$ cat config.mk
export PLATFORM = sky130hd
export DESIGN_NAME = uart_tx_sched_flat
export DESIGN_NICKNAME = d
export VERILOG_FILES = /design/src/rtl/uart_tx_sched_if.sv /design/src/rtl/uart_tx_sched.sv /design/src/flat_wrapper.sv
export SDC_FILE = /design/constraint.sdc
export NUM_CORES = 1
export LEC_CHECK = 0
export CAP_MARGIN = 20
export CORE_ASPECT_RATIO = 0.5
export CORE_MARGIN = 4
export CORE_UTILIZATION = 50
export CTS_CLUSTER_SIZE = 10
export DETAILED_ROUTE_END_ITERATION = 8
export HOLD_SLACK_MARGIN = 0.15
export PLACE_DENSITY = 0.95
export SETUP_SLACK_MARGIN = 0.15
export SKIP_CTS_REPAIR_TIMING = 1
export SLEW_MARGIN = 10
export SYNTH_ARGS = -nofsm -noshare
export SYNTH_HDL_FRONTEND = slang
export SYNTH_SLANG_ARGS = --single-unit
$ cat constraint.sdc
create_clock -name clk -period 4 [get_ports clk]
set_input_delay 0.8 -clock clk [delete_from_list [all_inputs] [get_ports clk]]
set_output_delay 0.8 -clock clk [all_outputs]
set_load 0.01 [all_outputs]
$ cat src/rtl/uart_tx_sched_if.sv
// ---------------------------------------------------------------------------
// uart_tx_sched_if
// Purpose : groups the requester handshake and the serializer-facing outputs
//           of uart_tx_sched into one bundle.
// Signals : req_valid[3:0]  per-requester byte-pending flag
//           req_data[31:0]  packed bytes, requester i in bits [8i+7:8i]
//           req_ready[3:0]  one-hot accept strobe
//           ser_start       one-cycle start pulse to the serializer
//           ser_data[7:0]   byte presented to the serializer
//           grant_id[1:0]   requester owning the current frame
//           busy            scheduler not idle
//           frame_done      pulse in the last send cycle
// Modports: master - requester/serializer side (drives req_valid/req_data)
//           slave  - scheduler side (uart_tx_sched)
// ---------------------------------------------------------------------------
interface uart_tx_sched_if;
  logic [3:0]  req_valid;
  logic [31:0] req_data;
  logic [3:0]  req_ready;
  logic        ser_start;
  logic [7:0]  ser_data;
  logic [1:0]  grant_id;
  logic        busy;
  logic        frame_done;

  modport master (
    output req_valid, req_data,
    input  req_ready, ser_start, ser_data, grant_id, busy, frame_done
  );

  modport slave (
    input  req_valid, req_data,
    output req_ready, ser_start, ser_data, grant_id, busy, frame_done
  );
endinterface

$ cat src/rtl/uart_tx_sched.sv
// ---------------------------------------------------------------------------
// uart_tx_sched
// Purpose : arbitrates four byte requesters onto one UART serializer. Each
//           accepted byte produces a START cycle, a SEND phase of
//           FRAME_BITS*BAUD_DIV cycles and an optional GAP of idle cycles.
// Ports   : clk    - clock, all state changes on rising edge
//           rst_n  - asynchronous active-low reset
//           bus    - uart_tx_sched_if.slave (requests in, serializer out)
// Params  : BAUD_DIV   clocks per serial bit
//           FRAME_BITS bits per frame
//           GAP_CYCLES idle clocks between frames (0 allowed)
// Config  : define UART_TX_SCHED_PRIO_EN to give requester 0 absolute
//           priority; requesters 1-3 then share round-robin. Without it all
//           four requesters are served pure round-robin.
// ---------------------------------------------------------------------------
module uart_tx_sched #(
  parameter int BAUD_DIV   = 1,
  parameter int FRAME_BITS = 10,
  parameter int GAP_CYCLES = 1
) (
  input logic            clk,
  input logic            rst_n,
  uart_tx_sched_if.slave bus
);

  localparam int SEND_LEN = FRAME_BITS * BAUD_DIV;
  localparam int MAX_LOAD = (SEND_LEN > GAP_CYCLES) ? SEND_LEN : GAP_CYCLES;
  localparam int CNT_W    = ($clog2(MAX_LOAD + 1) > 16) ? $clog2(MAX_LOAD + 1) : 16;
  localparam logic [CNT_W-1:0] SEND_LOAD = CNT_W'(SEND_LEN - 1);
  localparam logic [CNT_W-1:0] GAP_LOAD  = (GAP_CYCLES > 0) ? CNT_W'(GAP_CYCLES - 1) : '0;

  typedef enum logic [1:0] {IDLE, START, SEND, GAP} state_t;

  state_t           state, state_d;
  logic [CNT_W-1:0] cnt, cnt_d;
  logic [1:0]       last_grant;
  logic [1:0]       winner;
  logic [1:0]       idx;
  logic             found;
  logic             transfer;
  logic [3:0]       ready_d;
  logic [7:0]       data_q;
  logic [1:0]       gid_q;

  // Arbiter: walk the requesters starting just after the last grant so the
  // most recently served one is considered last.
  always_comb begin
    winner = last_grant;
    found  = 1'b0;
    idx    = '0;
`ifdef UART_TX_SCHED_PRIO_EN
    if (bus.req_valid[0]) begin
      winner = 2'd0;
      found  = 1'b1;
    end
    for (int k = 1; k <= 4; k++) begin
      idx = last_grant + 2'(k);
      if (!found && idx != 2'd0 && bus.req_valid[idx]) begin
        winner = idx;
        found  = 1'b1;
      end
    end
`else
    for (int k = 1; k <= 4; k++) begin
      idx = last_grant + 2'(k);
      if (!found && bus.req_valid[idx]) begin
        winner = idx;
        found  = 1'b1;
      end
    end
`endif
  end

  // Next-state logic. The counter is reused for SEND and GAP; it is loaded
  // with length-1 on entry so the phase ends when it reads zero.
  // req_ready is gated with rst_n so it stays low while reset is held.
  always_comb begin
    state_d  = state;
    cnt_d    = cnt;
    ready_d  = '0;
    transfer = 1'b0;
    case (state)
      IDLE: begin
        if (rst_n && found) begin
          transfer        = 1'b1;
          ready_d[winner] = 1'b1;
          state_d         = START;
        end
      end
      START: begin
        state_d = SEND;
        cnt_d   = SEND_LOAD;
      end
      SEND: begin
        if (cnt == '0) begin
          state_d = (GAP_CYCLES > 0) ? GAP : IDLE;
          cnt_d   = GAP_LOAD;
        end else begin
          cnt_d = cnt - CNT_W'(1);
        end
      end
      GAP: begin
        if (cnt == '0) begin
          state_d = IDLE;
        end else begin
          cnt_d = cnt - CNT_W'(1);
        end
      end
      default: state_d = IDLE;
    endcase
  end

  // State register; byte, grant index and round-robin pointer are captured
  // only on an actual transfer so they hold steady for the whole frame.
  always_ff @(posedge clk or negedge rst_n) begin
    if (!rst_n) begin
      state      <= IDLE;
      cnt        <= '0;
      data_q     <= 8'h00;
      gid_q      <= 2'd0;
      last_grant <= 2'd3;
    end else begin
      state <= state_d;
      cnt   <= cnt_d;
      if (transfer) begin
        data_q     <= bus.req_data[{winner, 3'b000} +: 8];
        gid_q      <= winner;
        last_grant <= winner;
      end
    end
  end

  assign bus.req_ready  = ready_d;
  assign bus.ser_start  = (state == START);
  assign bus.frame_done = (state == SEND) && (cnt == '0);
  assign bus.busy       = (state != IDLE);
  assign bus.ser_data   = data_q;
  assign bus.grant_id   = gid_q;

endmodule
$ cat src/flat_wrapper.sv
// flat-port wrapper written by rule: the top's interface ports become plain ports
module uart_tx_sched_flat 
#(
  parameter int BAUD_DIV   = 1,
  parameter int FRAME_BITS = 10,
  parameter int GAP_CYCLES = 1
)
  (clk, rst_n, bus_req_valid, bus_req_data, bus_req_ready, bus_ser_start, bus_ser_data, bus_grant_id, bus_busy, bus_frame_done);
  uart_tx_sched_if bus_i ();
  input logic clk;
  input logic rst_n;
  input wire logic [$bits(bus_i.req_valid)-1:0] bus_req_valid;
  input wire logic [$bits(bus_i.req_data)-1:0] bus_req_data;
  output wire logic [$bits(bus_i.req_ready)-1:0] bus_req_ready;
  output wire logic [$bits(bus_i.ser_start)-1:0] bus_ser_start;
  output wire logic [$bits(bus_i.ser_data)-1:0] bus_ser_data;
  output wire logic [$bits(bus_i.grant_id)-1:0] bus_grant_id;
  output wire logic [$bits(bus_i.busy)-1:0] bus_busy;
  output wire logic [$bits(bus_i.frame_done)-1:0] bus_frame_done;
  assign bus_i.req_valid = bus_req_valid;
  assign bus_i.req_data = bus_req_data;
  assign bus_req_ready = bus_i.req_ready;
  assign bus_ser_start = bus_i.ser_start;
  assign bus_ser_data = bus_i.ser_data;
  assign bus_grant_id = bus_i.grant_id;
  assign bus_busy = bus_i.busy;
  assign bus_frame_done = bus_i.frame_done;
  uart_tx_sched #(.BAUD_DIV(BAUD_DIV), .FRAME_BITS(FRAME_BITS), .GAP_CYCLES(GAP_CYCLES)) u_core (.clk(clk), .rst_n(rst_n), .bus(bus_i));
endmodule
==> impl_results.md <==
- Run status: complete, no violations
- Sequential standard cell area: 753 µm²
- Share of layout cells above drive strength 1: 0.174
- Synthesized cell area: 0.00187 mm²
- Total number of H-tree levels: 2
- Number of flip-flops and latches in the synthesized netlist: 30
- Worst EP required: about 3.2 ns
- Max-slew violation count: 0
- Estimated wirelength of the detail-placed design: ~3.6 mm
- Cell with the largest stage delay on the worst path: clkdlybuf4s50_1
- Final critical path time including I/O delays and setup: ~3.6 ns
- Setup tns final: 0 ns
- Total power density per cell area: 853 mW/mm²
- Source of the worst register-to-register timing path: u_core.cnt[4]$_DFFE_PN0P_
- Clk slew on worst S/H paths: roughly 0.070 ns
- Peak fanout along the critical path: 11
- Type of the worst min-delay path: reg2reg
- Clk root buf: clkbuf_8
- Maximum achievable frequency: about 0.28 GHz
- Initial DRC Count: 42
- Worst hold endpoint: u_core.bus.ser_data[0]$_DFFE_PN0P_
- Clk buf depth: 2
- Maxcap violations: 0
- Proportion of register bits with asynchronous set or reset after synthesis: 1.00
- Static power due to leakage: between 1 and 1.5 nW
- Fraction of the cycle the final worst path needs: 0.888
- Startpoint of the most critical setup path: bus_req_valid[3]
- Total number of placement rows: 15
- Vertical extent of the die: ~51 µm
- Data arrival time of the worst path: about 2.8 ns
- Clock skew after layout: 0.00790 ns
- Max IR drop VDD: about 0.43 mV
- Number of antenna violations at the first check in global routing: 0
- Count of nets left with antenna violations after detail routing: 0
- Area inside the core boundary: roughly 0.0035 mm²
- Most numerous cell on the critical path: clkdlybuf4s50_1
- Total cell area at the placement stage: 0.00249 mm²
- TritonCTS clock tree: done
- Nets: 279
- Crit path cell chain: clkdlybuf4s50_1 -> nand2b_1 -> o21a_1 -> mux2i_1 -> buf_4 -> nand2_1 -> nor2_1 -> clkdlybuf4s50_1
- Min-delay src: u_core.bus.ser_data[0]$_DFFE_PN0P_
- Placement-stage worst setup slack: approximately 0.46 ns
- Endpoint of the worst register-to-register path: u_core.cnt[14]$_DFFE_PN0P_
- Setup slack, reg-to-reg: between 1 and 1.5 ns
- Final RePlAce weighted congestion: between 0.8 and 0.9
- Post-Synthesis Cells: around 170
- First-pass GRT wire length: between 8 and 9 mm
- Congestion Overflow GR: 0
- Number of distinct library cells after synthesis: 49
- Worst Hold Depth: 1
- Total setup violations reported at the end of the flow: 0
- Width of the chip: 94.5 µm
- Number of global-route vias before repair: approximately 1,700
- Synth warn: 0
- Count of fill cells added during filler insertion: between 200 and 250
- CTS Sinks: 30
- Combined global-route utilization of all metal layers: 0.222
- Later-pin clock latency in the skew report: between 0.2 and 0.3 ns
- Starting utilization of the core area: 0.533
- Number of cell instances on the worst register-to-register path: 5
- Unrepaired setup endpoints after global routing: no
- Kind of capture point of the worst setup path: output port
- Total detailed-routing wirelength: ~4.8 mm
- Actual transition at the worst max-transition pin: 0.572 ns
- Critical Path Max Stage Delay: roughly 0.56 ns
- Maximum number of pins on one net before global-route repair: 31
- Area growth from synthesis to layout: 38.1%
- Number of antenna diodes: 0
- Die ar.: ~0.0048 mm²
- Final setup slack of the worst path: ~0.45 ns
- Relative max-transition margin: 0.609
- Number of primary I/O pins: 55
- Crit start category: input port
- DRT Pass-1 Iters: 4
- EDFF count, synth: 0
- Remaining DRCs: 0
- Routed len/inst: 16.7 µm
- Area occupied by multi-input gates: 0.00105 mm²
- Final instance area: 0.00258 mm²
- Vias per inst: roughly 5.7
- Net Count, Synth: 218
- Main synth FF type: dfrtp_1
- Portion of the post-synthesis area used by sequential elements: 0.403
- Critical Setup Path Class: in2out
- Cts bufs inserted: 5
- Synthesized area per cell: 10.8 µm²
- Min Hold Slack: just over 0.5 ns
- Via Count: around 1,600
- Buffers added on ports: between 50 and 60
- Count of final hold-check violations: 0
power breakdown:
group | switching [mW] | leakage, nW | internal [mW]
registers | 0.133 | 0.376 | 0.458
logic | 0.713 | 0.647 | 0.639
clock network | 0.120 | 0.0482 | 0.139
cell type report:
| type | instances | share of cell area |
|---|---|---|
| Timing Repair Buffer | 60 | 0.227 |
| Sequential cell | 30 | 0.292 |
| Inverter | 9 | 0.0131 |
| Clock inverter | 1 | 0.00194 |
| Tap cell | 51 | 0.0247 |
| Multi-Input combinational cell | 129 | 0.408 |
| Clock buffer | 7 | 0.0334 |
cell usage after synthesis, types with 3 or more instances:
| master | count | area share |
|---|---|---|
| nand2_1 | 9 | 0.018 |
| ha_1 | 6 | 0.040 |
| inv_1 | 9 | 0.018 |
| or4_1 | 3 | 0.012 |
| xnor2_1 | 9 | 0.042 |
| dfrtp_1 | 28 | 0.37 |
| o21ai_0 | 6 | 0.016 |
| mux2_2 | 9 | 0.054 |
| a21oi_1 | 9 | 0.024 |
| clkbuf_1 | 3 | 0.0060 |
| nor2_1 | 23 | 0.046 |
| nand2b_1 | 4 | 0.013 |
| nor3_1 | 5 | 0.013 |
| nor4_1 | 4 | 0.013 |
| mux4_2 | 7 | 0.084 |
layer usage:
metal / global-route usage / vias up / routed length [µm]
met5: 0 / - / 0
met4: 0.0933 / 0 / 104
met3: 0.0618 / 14 / 280
met2: 0.403 / 65 / 2520
met1: 0.246 / 792 / 1900
li1: - / 762 / -
critical path, delay by kind of cell:
kind / cells / cell delay [ns]
mux: 1 / 0.17
simple gates: 3 / 0.35
buf+inv: 3 / 1.32
compound gates: 1 / 0.11
layout by cell type, fill, tap and decap left out, types with 7 or more instances in the layout:
cell type and instances:
nor2_1 23, clkdlybuf4s50_1 54, inv_1 9, a21oi_1 9, dfrtp_1 28, mux4_2 7
nand2_1 9, xnor2_1 9, mux2_2 9
metrics by stage:
step,utilization,power (mW),std cells
2_1_floorplan,-,1.53,174
3_3_place_gp,0.710,1.85,279
3_5_place_dp,0.710,1.92,279
4_1_cts,0.736,2.19,287
5_1_grt,0.736,2.35,287
6_report,0.736,2.20,287
sequential cells by signal (all words and copies together), names as in the netlist:
register             count
u_core.cnt              16
u_core.bus.ser_data      8
u_core.bus.grant_id      2
u_core.last_grant        2
u_core.state             2
kinds of logic (layout without fill, tap and decap cells):
family / count (synthesis) / in the layout / share of synthesized area
AND/OR/NAND/NOR: 64 / 64 / 0.199
flip-flops: 30 / 30 / 0.403
AO/OA/AOI/OAI: 29 / 29 / 0.107
multiplexers: 19 / 19 / 0.163
buffers and inverters: 15 / 77 / 0.0368
XOR/XNOR: 11 / 11 / 0.0515
adder cells (fa/ha/maj): 6 / 6 / 0.0401
worst max-delay path by stage:
stage | slack [ns] | end
finish | 0.45 | bus_req_ready[2]
detailed placement | 0.46 | bus_req_ready[2]
floorplan | 0.98 | bus_req_ready[0]
global placement | 0.55 | bus_req_ready[0]
CTS | 0.46 | bus_req_ready[2]
global route | 0.32 | bus_req_ready[0]
Note: power is estimated with default switching activity, not from simulation.
